<file path="src/rtl/gerador_requisicoes_pkg.sv">
// Shared types and constants for the station request generator.
// Holds the FSM encoding, station IDs, the request record and helper functions.
package gerador_requisicoes_pkg;

  typedef enum logic {
    ST_IDLE  = 1'b0,
    ST_OFFER = 1'b1
  } state_t;

  localparam logic STATION_0    = 1'b0;
  localparam logic STATION_1    = 1'b1;
  localparam int   NUM_STATIONS = 2;

  typedef struct packed {
    logic       id;
    logic [3:0] hh;
    logic [1:0] b;
  } req_t;

  function automatic int cnt_width(input int db_cycles);
    return $clog2(db_cycles + 1);
  endfunction

  // A lone pending slot wins; a tie goes to the station that was not served last.
  function automatic logic pick_station(input logic [1:0] pend, input logic last);
    logic id;
    if (pend == 2'b11) begin
      id = ~last;
    end else if (pend[1]) begin
      id = STATION_1;
    end else begin
      id = STATION_0;
    end
    return id;
  endfunction

endpackage

</file>
<file path="src/rtl/gerador_requisicoes_debounce_botao.sv">
// One button bit: 2-FF synchronizer followed by a debouncer that only flips
// after DB_CYCLES consecutive cycles of disagreement with the synchronized input.
module debounce_botao
  import gerador_requisicoes_pkg::*;
#(
  parameter int DB_CYCLES = 16
) (
  input  logic clk_i,
  input  logic rst_n_i,
  input  logic raw_i,
  output logic deb_o
);

  localparam int            CW       = cnt_width(DB_CYCLES);
  localparam logic [CW-1:0] CNT_LAST = CW'(DB_CYCLES - 1);

  logic          meta_q;
  logic          sync_q;
  logic          deb_q;
  logic          deb_d;
  logic [CW-1:0] cnt_q;
  logic [CW-1:0] cnt_d;

  // Any cycle where the input agrees with the debounced value restarts the count.
  always_comb begin
    cnt_d = '0;
    deb_d = deb_q;
    if (sync_q != deb_q) begin
      if (cnt_q == CNT_LAST) begin
        deb_d = sync_q;
        cnt_d = '0;
      end else begin
        cnt_d = cnt_q + 1'b1;
      end
    end
  end

  always_ff @(posedge clk_i or negedge rst_n_i) begin
    if (!rst_n_i) begin
      meta_q <= 1'b0;
      sync_q <= 1'b0;
      deb_q  <= 1'b0;
      cnt_q  <= '0;
    end else begin
      meta_q <= raw_i;
      sync_q <= meta_q;
      deb_q  <= deb_d;
      cnt_q  <= cnt_d;
    end
  end

  assign deb_o = deb_q;

endmodule

</file>
<file path="src/rtl/gerador_requisicoes.sv">
// Front end for the access-control datapath: turns debounced button presses into
// one-shot requests, holds one per station and offers them over valid/ready.
module gerador_requisicoes
  import gerador_requisicoes_pkg::*;
#(
  parameter int DB_CYCLES = 16
) (
  input  logic       clk_i,
  input  logic       rst_n_i,
  input  logic [3:0] hh0_i,
  input  logic [3:0] hh1_i,
  input  logic [1:0] b0_i,
  input  logic [1:0] b1_i,
  input  logic       req_ready_i,
  output logic       req_valid_o,
  output logic       req_id_o,
  output logic [3:0] req_hh_o,
  output logic [1:0] req_b_o,
  output logic [1:0] pend_o,
  output logic [1:0] drop_o
);

  logic [3:0] raw_btn;
  logic [3:0] deb_btn;
  logic [7:0] hh_raw;
  logic [7:0] hh_synced;
  logic [1:0] press_now;
  logic [1:0] press_prev_q;
  logic [1:0] press_evt;

  logic [1:0] pend_q;
  logic [1:0] pend_d;
  logic [1:0] drop_q;
  logic [1:0] drop_d;
  req_t       slot_q [NUM_STATIONS];
  req_t       slot_d [NUM_STATIONS];

  state_t     state_q;
  logic       req_valid_q;
  logic       last_q;
  req_t       out_q;
  logic       grant_id;
  logic       load;
  logic [1:0] drained;

  assign raw_btn = {b1_i, b0_i};
  assign hh_raw  = {hh1_i, hh0_i};

  genvar gi;
  for (gi = 0; gi < 4; gi++) begin : g_deb
    debounce_botao #(
      .DB_CYCLES(DB_CYCLES)
    ) u_deb (
      .clk_i  (clk_i),
      .rst_n_i(rst_n_i),
      .raw_i  (raw_btn[gi]),
      .deb_o  (deb_btn[gi])
    );
  end

  // Switch words are static, so a plain 2-FF synchronizer is enough.
  for (gi = 0; gi < NUM_STATIONS; gi++) begin : g_station
    logic [3:0] meta_q;
    logic [3:0] sync_q;

    always_ff @(posedge clk_i or negedge rst_n_i) begin
      if (!rst_n_i) begin
        meta_q <= '0;
        sync_q <= '0;
      end else begin
        meta_q <= hh_raw[4*gi +: 4];
        sync_q <= meta_q;
      end
    end

    assign hh_synced[4*gi +: 4] = sync_q;
    assign press_now[gi]        = |deb_btn[2*gi +: 2];
  end

  // Only the 00 -> nonzero transition counts; adding a second button while held does not.
  assign press_evt = press_now & ~press_prev_q;

  assign grant_id = pick_station(pend_q, last_q);
  assign load     = (|pend_q) && ((state_q == ST_IDLE) || req_ready_i);
  assign drained  = load ? (grant_id ? 2'b10 : 2'b01) : 2'b00;

  // A press landing on the cycle its slot is drained refills the slot instead of dropping.
  always_comb begin
    pend_d = pend_q;
    drop_d = '0;
    slot_d = slot_q;
    for (int k = 0; k < NUM_STATIONS; k++) begin
      if (drained[k]) begin
        pend_d[k] = 1'b0;
      end
      if (press_evt[k]) begin
        if (!pend_q[k] || drained[k]) begin
          slot_d[k] = '{id: 1'(k), hh: hh_synced[4*k +: 4], b: deb_btn[2*k +: 2]};
          pend_d[k] = 1'b1;
        end else begin
          drop_d[k] = 1'b1;
        end
      end
    end
  end

  always_ff @(posedge clk_i or negedge rst_n_i) begin
    if (!rst_n_i) begin
      pend_q       <= '0;
      drop_q       <= '0;
      press_prev_q <= '0;
      for (int k = 0; k < NUM_STATIONS; k++) begin
        slot_q[k] <= '0;
      end
    end else begin
      pend_q       <= pend_d;
      drop_q       <= drop_d;
      press_prev_q <= press_now;
      slot_q       <= slot_d;
    end
  end

  always_ff @(posedge clk_i or negedge rst_n_i) begin
    if (!rst_n_i) begin
      state_q     <= ST_IDLE;
      req_valid_q <= 1'b0;
      out_q       <= '0;
      last_q      <= STATION_1;
    end else begin
      case (state_q)
        ST_IDLE: begin
          if (load) begin
            out_q       <= slot_q[grant_id];
            last_q      <= grant_id;
            req_valid_q <= 1'b1;
            state_q     <= ST_OFFER;
          end
        end
        ST_OFFER: begin
          if (req_ready_i) begin
            if (load) begin
              out_q  <= slot_q[grant_id];
              last_q <= grant_id;
            end else begin
              req_valid_q <= 1'b0;
              state_q     <= ST_IDLE;
            end
          end
        end
      endcase
    end
  end

  assign req_valid_o = req_valid_q;
  assign req_id_o    = out_q.id;
  assign req_hh_o    = out_q.hh;
  assign req_b_o     = out_q.b;
  assign pend_o      = pend_q;
  assign drop_o      = drop_q;

endmodule
</file>
<file path="config.mk">
export PLATFORM = sky130hd
export DESIGN_NAME = gerador_requisicoes
export DESIGN_NICKNAME = d
export VERILOG_FILES = /design/src/rtl/gerador_requisicoes_pkg.sv /design/src/rtl/gerador_requisicoes_debounce_botao.sv /design/src/rtl/gerador_requisicoes.sv
export SDC_FILE = /design/constraint.sdc
export NUM_CORES = 1
export LEC_CHECK = 0
export CAP_MARGIN = 20
export CORE_MARGIN = 5
export CORE_UTILIZATION = 55
export DETAILED_ROUTE_END_ITERATION = 8
export PLACE_DENSITY = 0.73
export SLEW_MARGIN = 20
export SYNTH_ARGS = -nofsm -noshare
export SYNTH_HDL_FRONTEND = slang
export SYNTH_HIERARCHICAL = 1
export SYNTH_SLANG_ARGS = --single-unit
</file>
<file path="constraint.sdc">
create_clock -name clk_i -period 1.7 [get_ports clk_i]
set_input_delay 0.34 -clock clk_i [delete_from_list [all_inputs] [get_ports clk_i]]
set_output_delay 0.34 -clock clk_i [all_outputs]
set_load 0.005 [all_outputs]
</file>
* Word-level counts from Yosys, hierarchy flattened *
Cells that the tools add are included.

word-level totals
  flip-flop bits (word level) = 77
  bits in latches = 0
  RAM bits = 0
  memory bits (read-only) = 0
  bits of input ports = 15
  memories kept = 0

operators by class
  $add $sub $neg = 4
  multiply operators = 0
  div/mod/pow operators = 0
  $lt $le $gt $ge = 1
  eq/ne operators = 12
  shift operators = 0
  muxes and demuxes = 38
  bitwise operators = 5
  reductions and logical operators = 16

operators by type and width
  cell                                                  number
  two-way mux 5 bit                                     8
  two-way mux 7 bit                                     5
  adder 5 x 1 -> 5 bit (second input constant)          4
  equality test 5 x 4 -> 1 bit (second input constant)  4
  two-way mux 1 bit                                     19
  case mux 7 bit (2 select lines)                       1
  AND reduction 2 bit                                   6
  != test 2 bit (second input constant)                 3
  case mux 1 bit (2 select lines)                       3
  OR reduction 2 bit                                    3
  two-way mux 2 bit                                     2
  != test 1 bit                                         4
  logical OR 1 bit                                      3
  AND reduction 3 bit                                   1
  bitwise AND 2 bit                                     1
  equality test 2 bit (second input constant)           1
  >= comparator 2 bit (second input constant)           1
  logical NOT 1 bit                                     2
  NOT 1 bit                                             2
  NOT 1 -> 2 bit                                        1
  NOT 2 bit                                             1
  logical AND 1 bit                                     1

* Longest topological paths before layout *
Gate-level depths: netlist of the first run.

  depth after elaboration = 9
  gate-level depth with buffers = 4

* Hierarchy *
The synthesis of the first run kept the hierarchy.

modules (own cells, without submodules)
  module               instances  cells an instance  area each (um^2)  seq. area each (um^2)
  gerador_requisicoes  1          106                1596.5            1127.3
  debounce_botao       4          23                 304.0             200.2

* Worst setup path after synthesis of the first run *
OpenSTA, ideal clock, no wires.

  path kind = reg-to-reg
  from = register g_deb[1].u_deb.deb_q
  to = register slot_q[12] (netlist name)
  setup time = 0.125 ns
  arrival time = 1.271 ns
  required time = 1.575 ns
  slack = 0.304 ns
  stages on the path, launching flop included = 5
  path buffers = 0
  cells stage by stage = dfrtp_1 > or2_2 > nand2b_1 > nand2b_2 > mux2_2

on the way
  word-level cells in the longest chain between the ends = 3

RTL lines
  what                                  line                                      text
  from (decl)                           gerador_requisicoes_debounce_botao.sv:19  logic deb_q;
  from (signal assigned)                gerador_requisicoes_debounce_botao.sv:42  deb_q <= 1'b0;
  from (signal assigned)                gerador_requisicoes_debounce_botao.sv:47  deb_q <= deb_d;
  OR reduction 2 bit                    gerador_requisicoes.sv:77                 assign press_now[gi] = |deb_btn[2*gi +: 2];
  via press_now[0]                      gerador_requisicoes.sv:27                 logic [1:0] press_now;
  bitwise AND 2 bit                     gerador_requisicoes.sv:81                 assign press_evt = press_now & ~press_prev_q;
  AND reduction 2 bit (no source line)  --
  to (signal assigned)                  gerador_requisicoes.sv:119                slot_q <= slot_d;
  to (decl)                             gerador_requisicoes.sv:35                 req_t slot_q [NUM_STATIONS];

The timed path passes the listed nets, and every way through them passes these cells.
A chain may end at the register's enable or synchronous reset.

* Worst setup path after layout of the first run *
  from = register pend_q[1], in the netlist pend_o[1]
  to = output port pend_o[1]

RTL lines
  what                    line                        text
  from (decl)             gerador_requisicoes.sv:31   logic [1:0] pend_q;
  from (signal assigned)  gerador_requisicoes.sv:116  pend_q <= pend_d;
  to (decl)               gerador_requisicoes.sv:19   output logic [1:0] pend_o,

No word-level cell between the ends.

==> run metrics, run 1 <==
Setup CP Type=reg2out; vias per inst=4.99; Synth-to-Final Area Change=22.4%; largest family of logic cells by synthesized area=simple AND/OR/NAND/NOR gates; HP Class=reg2reg; Setup crit start=pend_o[1]; Yosys reg bits=77; CP endpoint kind=output pin; Clock Skew=0.00724 ns; Unique masters post-synth=33; FP Rows=26; Critical Path AT=1.30 ns; mux cell area share after synthesis=5.60%; # IOs=27; Netlist Area Pre-Place=2810 µm²; routed len/inst=13.2 µm; TritonRoute pass-1 iters=4; clock sinks=77; ANT nets after route=0; critical path fanouts, max=6; Die X=81.5 µm; initial drt markers=94; period utilization=96.5%; maximum vdd ir drop=0.859 mV; die area=6640 µm²; Die Y=81.5 µm; Post-Syn Instances=198; grt ovf=0; CTS tree=done; Static Leakage=1.67 nW; vias in the first global route=1585; RSZ-0062 raised after global routing=false; dpl ws=-0.214 ns; Post-layout nets=262; all-layer global routing usage=15.0%; delay-heaviest family, CP=buffers and inverters; Bufs on Longest Clock Path=2; fmax=609 MHz; Slew Viols, Final=0; most frequent cells in the layout=dfrtp_1 (74), clkdlybuf4s50_1 (24), nor2_1 (15); Final WS setup=0.0589 ns; worst path cell trace=clkdlybuf4s50_1; Num CTS Buffers=9; first-pass GRT wire length=7.29 mm; Worst Hold Slack=0.350 ns; Worst Tran Pin Value=0.600 ns; synth top area cells=dfrtp_1 (68%), xor2_1 (3.7%), mux2_1 (2.8%); clock root cell=clkbuf_8; pin count of the biggest net entering global routing=41; Compound-Gate Fraction of Synth Area=6.45%; xor/xnor share of the synthesized area=3.74%; Core Footprint=5040 µm²; Slew Limit Headroom=60.0%; via count=1586; Initial Util=55.8%; htree depth=3; Post-Synth Adder-Cell Area=1.78%; busiest grt layer=met2; Yosys top cell area share=67.6%; post-synthesis sequential area ratio=68.5%; FILL cells=363; Crit path largest cell delay=0.52 ns; Min-Delay Startpoint=g_deb[3].u_deb/meta_q; Final setup viols=0; Worst path slowest cell=clkdlybuf4s50_1; Synth area leader=dfrtp_1; final hold vios=0; Remaining DRCs=0; CP Buf/Inv Count=1; syn_area_per_cell=14.2 µm²; status=completed; DRT Wirelength=4.19 mm; Post-CTS Setup Repair Bufs=0; Clock transition at path regs=0.07 ns; HPWL after DPL=2.98 mm; RD Place Congestion=0.707; initial antenna violation count=0; Yosys warning count=6; Max Cap Viol=0; met3 GRT Util=7.02%; Worst R2R Start=g_deb[1].u_deb/deb_o; I/O Buffers=26; fin crit period=1.64 ns; worst path required time=1.36 ns; worst-skew pair later-pin latency=0.34 ns; Simple-Gate Fraction of Synth Area=12.7%; met2 Use GR=22.6%; Diodes inserted=0; GR Layer Usage met1=19.3%; CP startpoint kind=flip-flop; layout cell share with drive strength beyond 1=21.8%; Power Dens Cells=1010 nW/µm²; commonest non-fill, non-tap cell in the layout=dfrtp_1; synthesized net count=217
-- synthesized netlist by cell type --
master	instances
mux2_1	7
nor2_1	15
nand2b_1	1
dfstp_2	1
a21oi_1	2
or3_1	1
o21bai_1	1
inv_1	5
nand3b_1	2
nor2b_4	2
a211oi_1	1
mux2_2	7
o21ai_4	1
a32oi_1	6
and2_1	4
nor2_2	4
a22o_1	3
ha_1	4
and3_1	4
clkbuf_1	1
nand3_2	4
buf_6	1
a21o_4	1
or2_2	3
a32o_1	1
a21oi_4	1
nor2b_1	1
nand2_1	10
o21ai_1	4
nand2b_2	2
nand3_1	10
xor2_1	12
dfrtp_1	76
-- kinds of logic after synthesis --
kind of cell / count (synthesis)
AO/OA/AOI/OAI: 21
XOR/XNOR: 12
adder cells (fa/ha/maj): 4
buffers and inverters: 7
flip-flops: 77
multiplexers: 14
AND/OR/NAND/NOR: 63
-- where the power goes --
part	internal [mW]	switching [mW]	leakage, nW
Combinational	0.0780	0.0740	0.582
Clock	0.727	0.655	0.0955
Sequential	1.90	0.0382	0.996
Total	2.70	0.767	1.67
-- final timing paths --
kind,end,slack [ns],cells after the start
max in group asynchronous,g_deb[3].u_deb/meta_q,0.67,3
min reg2reg,g_deb[3].u_deb/sync_q,0.35,0
min in group asynchronous,g_station[1].sync_q[2],0.50,2
max reg2reg,slot_q[9],0.18,4
max,pend_o[1],0.06,1
min,g_deb[3].u_deb/sync_q,0.35,0
-- state kept, by name (all words and copies together) (netlist names) --
| name | count |
|---|---|
| drop_o | 2 |
| g_deb.u_deb/cnt_q | 20 |
| g_deb.u_deb/deb_o | 4 |
| g_deb.u_deb/meta_q | 4 |
| g_deb.u_deb/sync_q | 4 |
| g_station.meta_q | 8 |
| g_station.sync_q | 8 |
| last_q | 1 |
| pend_o | 2 |
| press_prev_q | 2 |
| req_b_o | 2 |
| req_hh_o | 4 |
| req_id_o | 1 |
| req_valid_o | 1 |
| slot_q | 13 |
| state_q | 1 |
-- metrics by stage --
stage	cells	power, mW	util [%]	area [µm²]	TNS [ns]
floorplan	198	2.02	-	2810	0
global placement	301	2.12	63.9	3220	-2.63
detailed placement	301	2.13	63.9	3220	-3.12
CTS	318	3.52	68.3	3440	0
global route	318	3.64	68.3	3440	0
finish	318	3.47	68.3	3440	0
-- worst reg2reg max path: stages, from the launching register on --
cell	delay, ns
dfrtp_1	0.43
or2_2	0.32
nand2b_1	0.12
nand2b_2	0.19
mux2_2	0.34
-- routing by layer --
metal  routed length (µm)  part of all wire [%]
met5                    0                     0
met4                   33                  0.79
met3                  209                   5.0
met2                 2030                    48
met1                 1920                    46
-- what timing repair did --
action | in CTS | in global routing
endpoints found under the hold margin | 37 | 0
gates resized for setup | 3 | 0
hold buffers | 1 | 0
endpoints found under the setup margin | 2 | 0
-- area by class of cell --
type	instances	area (µm²)	share of cell area (%)
timing repair buffer	36	347	10.1
clock inverter	6	70.1	2.04
inverter	5	18.8	0.545
clock buffer	10	138	4.00
sequential	77	1930	56.1
tap	70	87.6	2.54
multi-input combinational	114	851	24.7
Power figures use the tool's default switching activity.
==> run 2: changes to the inputs <==
==> constraint.sdc (replaced) <==
create_clock -name clk_i -period 1.7 [get_ports clk_i]
set_input_delay 0.255 -clock clk_i [delete_from_list [all_inputs] [get_ports clk_i]]
set_output_delay 0.255 -clock clk_i [all_outputs]
set_load 0.005 [all_outputs]
==> run 2 against run 1 <==
Final cell count fell by 0.31%. Sequential share of layout area down 0.34 points. Power increased by 4.1%. Global-route usage rose by 0.29 points. Setup slack better by 0.077 ns. Sequential power barely moved. Hold slack worse by 0.0085 ns. Combinational power is essentially flat. Via count decreased by 0.44%. Critical path type unchanged.
==> run metrics, run 2 (synthesis gave the netlist of run 1 again) <==
status=completed; setup TNS=0 ns (unchanged); CP endpoint kind=output pin; clock root cell=clkbuf_8; Remaining DRCs=0 (unchanged); routed len/inst=13.4 µm (+1.7%); Synth-to-Final Area Change=23.0%; via count=1579 (-0.44%); Power Dens Cells=1040 nW/µm² (+3.6%); Largest Register=g_deb.u_deb/cnt_q; Post-CTS Setup Repair Bufs=0 (unchanged); delay-heaviest family, CP=buffers and inverters; worst path required time=1.44 ns (+0.08 ns); max FFs per register=20 (unchanged); fmax=639 MHz (+4.9%); commonest non-fill, non-tap cell in the layout=dfrtp_1; period utilization=92.0% (-4.5 points); Static Leakage=1.69 nW (+1.0%); vias in the first global route=1565 (-1.3%); Final setup viols=0 (unchanged); worst-skew pair later-pin latency=0.34 ns (about the same); die area=6640 µm² (unchanged); layout cell share with drive strength beyond 1=20.6% (-1.1 points); Die X=81.5 µm (unchanged); Placed Instances=300 (-0.33%); all-layer global routing usage=15.3% (+0.29 points); htree depth=3 (unchanged); most frequent cells in the layout=dfrtp_1 (76), clkdlybuf4s50_1 (25), nor2_1 (15); FP Rows=26 (unchanged); dpl ws=-0.0754 ns (+0.139 ns); dpl cell area=3220 µm² (-0.23%); I/O Buffers=26 (unchanged); Die Y=81.5 µm (unchanged); first-pass GRT wire length=7.27 mm (-0.19%); Clock Skew=0.00770 ns (+0.000452 ns); post-route insts no fill=317 (-0.31%); Slew Limit Headroom=57.9% (-2.1 points); fin crit period=1.56 ns (-0.0766 ns); Crit path largest cell delay=0.54 ns (+0.02 ns); Setup CP Type=reg2out; worst path cell trace=clkdlybuf4s50_1; DRT Wirelength=4.25 mm (+1.4%); # IOs=27 (unchanged); CTS tree=done; ANT nets after route=0 (unchanged); vias per inst=4.98 (-0.13%); Core Footprint=5040 µm² (unchanged); Diodes inserted=0 (unchanged); Worst Tran Pin Value=0.631 ns (+0.0309 ns); Design Area, Final=3460 µm² (+0.47%); Clock transition at path regs=0.08 ns (about the same); pin count of the biggest net entering global routing=41 (unchanged); critical path fanouts, max=5 (-1); biggest regs=g_deb.u_deb/cnt_q (20), slot_q (13); RSZ-0062 raised after global routing=false; Max Cap Viol=0 (unchanged); Num CTS Buffers=9 (unchanged); Critical Path AT=1.31 ns (about the same); CP startpoint kind=flip-flop; HP Class=in2reg; Final WS setup=0.135 ns (+0.0766 ns); Worst Hold Slack=0.342 ns (-0.00852 ns); final hold vios=0 (unchanged); clock sinks=77 (unchanged); Initial Util=55.8% (unchanged); CP Buf/Inv Count=1 (unchanged); initial drt markers=48 (-49%); HPWL after DPL=2.97 mm (-0.17%); grt ovf=0 (unchanged); RD Place Congestion=0.748 (+5.8%); initial antenna violation count=0 (unchanged); Slew Viols, Final=0 (unchanged); TritonRoute pass-1 iters=4 (unchanged); maximum vdd ir drop=0.667 mV (-22%); Bufs on Longest Clock Path=2 (unchanged); Worst path slowest cell=clkdlybuf4s50_1; Post-layout nets=261 (-0.38%)
==> run 2: cell count changes in the layout (fill, tap and decap cells not counted), sizes merged <==
| cell | previous run | this run |
|---|---|---|
| buf | 10 | 9 |
| bufinv | 1 | 2 |
| clkdlybuf4s50 | 24 | 25 |
| clkinv | 0 | 3 |
| clkinvlp | 3 | 0 |
| dlygate4sd2 | 1 | 0 |
| inv | 7 | 6 |
==> run 2: cell type report <==
cell class                      instances  area (µm²)
Multi-Input combinational cell        114         851
Fill cell                             383        1580
Inverter                                5        18.8
Tap cell                               70        87.6
Sequential cell                        77        1930
Clock buffer                           10         138
Timing Repair Buffer                   35         340
Clock inverter                          6        95.1
==> run 2: through the flow <==
stage	power, mW	utilization (%)
2_1_floorplan	2.02	-
3_3_place_gp	2.12	63.8
3_5_place_dp	2.12	63.8
4_1_cts	3.67	68.6
5_1_grt	3.77	68.6
6_report	3.61	68.6
==> run 2: final timing paths <==
path / startpoint / to / slack (ns) / depth (start not counted)
worst max-delay path: pend_o[0] / pend_o[0] / 0.14 / 1
worst min-delay path: hh0_i[3] / g_station[0].meta_q[3] / 0.34 / 1
worst max register to register: g_deb[1].u_deb/deb_o / slot_q[9] / 0.18 / 4
worst min register to register: g_station[0].meta_q[0] / g_station[0].sync_q[0] / 0.35 / 0
max in group asynchronous: rst_n_i / slot_q[10] / 0.72 / 3
min in group asynchronous: rst_n_i / g_deb[3].u_deb/cnt_q[1] / 0.42 / 2
==> run 2: routing by layer <==
layer	track usage, %	wire length [µm]
met3	6.80	239
met2	23.3	2000
met5	0	0
met4	6.08	80
met1	19.2	1930
==> run 2: power by group <==
part / internal (mW) / switching (mW) / total (mW)
Sequential: 1.90 / 0.0380 / 1.93
Combinational: 0.0773 / 0.0743 / 0.152
Clock: 0.878 / 0.646 / 1.52
Total: 2.85 / 0.759 / 3.61
==> run 2: repair_timing <==
item | in CTS | in global routing
resized for setup | 0 | 0
hold buffers | 1 | 0
endpoints found under the hold margin | 37 | 0
==> run 3: changes to the inputs <==
Settings changed: CORE_UTILIZATION 55 to 50, PLACE_DENSITY 0.73 to 0.7.
Clock period 1.7 ns to 1.3 ns, I/O delays scaled along.
==> run 3 against run 2 <==
Non-clock buffer count grew 27. Sequential share of layout area shrank 3.7 points. Wire length grew 8.8%. Largest power group unchanged. Sequential cell count is the same. Via count grew 6.6%. Power grew 19%. Critical endpoint is now slot_q[4]. Largest cell class unchanged. Count of clock-buffer cells in the layout grew 2. Die area grew 8.7%. Clock skew shrank 0.0031 ns. The run now ends with negative setup slack left.
==> run metrics, run 3 (synthesis gave the netlist of run 1 again) <==
status=complete, but fails checks; failing checks=negative setup slack; Worst Hold Slack=0.302 ns (-0.0401 ns); worst path cell trace=buf_6, a21o_4, a21oi_4, buf_12, mux2_4; Placed Instances=312 (+4.0%); Largest Register=g_deb.u_deb/cnt_q; die area=7230 µm² (+8.7%); P_int=3.37 mW (+18%); setup slack, reg-to-reg=-0.14 ns (-0.32 ns); grt ovf=0 (unchanged); Reg area=1930 µm² (unchanged); Crit path largest cell delay=0.40 ns (-0.14 ns); Diodes inserted=0 (unchanged); Remaining DRCs=0 (unchanged); worst r2r path cells=5 (+1); critical path fanouts, max=6 (+1); Slew Limit Headroom=76.1% (+18 points); max FFs per register=20 (unchanged); post-route insts no fill=344 (+8.5%); Die X=85 µm (+4.3%); first-pass GRT wire length=8.09 mm (+11%); worst-skew pair later-pin latency=0.32 ns (-0.02 ns); FF-to-FF End=slot_q[4]; Worst R2R Start=pend_o[0]; Hold Path End=g_deb[1].u_deb/meta_q; dpl cell area=3320 µm² (+3.2%); Bufs on Longest Clock Path=2 (unchanged); fin crit period=1.44 ns; initial antenna violation count=0 (unchanged); most frequent cells in the layout=dfrtp_1 (76), buf_4 (26), nor2_1 (14); Max Cap Viol=0 (unchanged); I/O Buffers=26 (unchanged); Worst path slowest cell=dfrtp_1; HPWL after DPL=3.10 mm (+4.5%); FP Rows=27 (+3.8%); NetSw=0.905 mW (+19%); Reg power frac=59.1% (+5.5 points); Final setup viols=13 (+13); CP startpoint kind=flip-flop; Post-layout nets=288 (+10%); HP Class=in2reg; clock share of power=35.5% (-6.7 points); DRT Wirelength=4.62 mm (+8.8%); fmax=693 MHz; vias per inst=4.89 (-1.8%); Clock transition at path regs=0.07 ns (about the same); busiest grt layer=met2; multi-input logic area=935 µm² (+9.9%); Static Leakage=1.89 nW (+12%); worst path required time=1.51 ns (+0.07 ns); met2 Use GR=22.7% (-0.62 points); pin count of the biggest net entering global routing=29 (-29%); biggest regs=g_deb.u_deb/cnt_q (20), slot_q (13); Final WS setup=-0.143 ns (-0.278 ns); Design Area, Final=3710 µm² (+7.2%); RD Place Congestion=0.786 (+5.0%); RSZ-0062 raised after global routing=true; vias in the first global route=1758 (+12%); Die Y=85 µm (+4.3%); Initial Util=51.4% (-4.4 points); CTS tree=done; Logic pwr share=5.4% (+1.2 points); CP endpoint kind=flip-flop; GR Layer Usage met1=18.4% (-0.87 points); Min-Delay Startpoint=b0_i[1]; clock sinks=77 (unchanged); hold depth=1 (unchanged); all-layer global routing usage=14.6% (-0.73 points); period utilization=111%; Final Core Density=67.7% (-0.87 points); switching part of the total=21.1% (+0.13 points); routed len/inst=13.4 µm (+0.29%); TritonRoute pass-1 iters=4 (unchanged); Num CTS Buffers=9 (unchanged); Setup CP Type=reg2reg; maximum vdd ir drop=0.661 mV (-0.93%); commonest non-fill, non-tap cell in the layout=dfrtp_1; final hold vios=0 (unchanged); clock root cell=clkbuf_8; Synth-to-Final Area Change=31.8%; Clock Skew=0.00462 ns (-0.00307 ns); Power Dens Cells=1150 nW/µm² (+11%); met3 GRT Util=3.79% (-3.0 points); initial drt markers=113 (+140%); # IOs=27 (unchanged); Core Footprint=5470 µm² (+8.5%); ANT nets after route=0 (unchanged); FILL cells=412 (+7.6%); layout cell share with drive strength beyond 1=31.3% (+11 points); via count=1683 (+6.6%); Slew Viols, Final=0 (unchanged); htree depth=3 (unchanged); Worst Tran Pin Value=0.358 ns (-0.273 ns); Critical Path AT=1.65 ns (+0.34 ns)
## run 3: cell count changes in the layout (fill, tap and decap cells not counted), moves of 6 or more
cell             delta
buf_4              +18
buf_6               +9
clkdlybuf4s50_1    -12
dlygate4sd2_1      +10
mux2_2              -6
mux2_4              +9
## run 3: layout make-up
type	count	share of cell area, %
multi-input combinational	114	25.2
timing repair buffer	62	15.4
inverter	5	0.506
sequential	77	52.0
clock inverter	2	0.270
clock buffer	12	4.19
tap	72	2.43
## run 3: worst max path at each step
| stage | from | to | cells past startpoint |
|---|---|---|---|
| after global placement | req_ready_i | req_hh_o[0] | 6 |
| after CTS | pend_o[0] | slot_q[4] | 5 |
| after detailed placement | req_ready_i | req_hh_o[2] | 6 |
| final | pend_o[0] | slot_q[4] | 5 |
| after global routing | pend_o[0] | slot_q[1] | 5 |
| after floorplan | state_q | slot_q[0] | 4 |
## run 3: what timing repair did
action                     4_1_cts  5_1_grt
setup endpoints to repair       32       23
setup buffers                    9        8
hold buffers                     1        0
resized for setup               29       10
pin swaps                        3        7
hold endpoints to repair        23        0
## run 3: metrics by stage
step	total power, mW	worst slack [ns]	TNS [ns]
final	4.28	-0.143	-1.33
after global routing	4.50	-0.199	-2.15
after CTS	4.33	-0.158	-1.58
after detailed placement	2.79	-0.465	-8.46
after global placement	2.78	-0.429	-8.00
after floorplan	2.65	-0.0640	-0.469
## run 3: per-layer routing
metal  vias to the layer above  share of wire (%)  wire, µm
met3                         6                4.5       209
met5                         -                  0         0
met2                        40                 49      2250
met4                         0                1.8        82
met1                       817                 45      2080
li1                        820                  -         -
## run 3: power by group through the flow
| stage | combinational [mW] | sequential, mW | clock, mW |
|---|---|---|---|
| floorplan | 0.0785 | 2.57 | 0 |
| global placement | 0.205 | 2.57 | 0 |
| detailed placement | 0.211 | 2.58 | 0 |
| CTS | 0.221 | 2.53 | 1.58 |
| global route | 0.264 | 2.54 | 1.70 |
| finish | 0.229 | 2.53 | 1.52 |
## run 3: worst max-delay path: cells and delay by family, from the launching register on
family	cells	cell delay [ns]
muxes	1	0.29
AOI/OAI and AO/OA	2	0.35
DFF	1	0.40
buffers and inverters	2	0.27
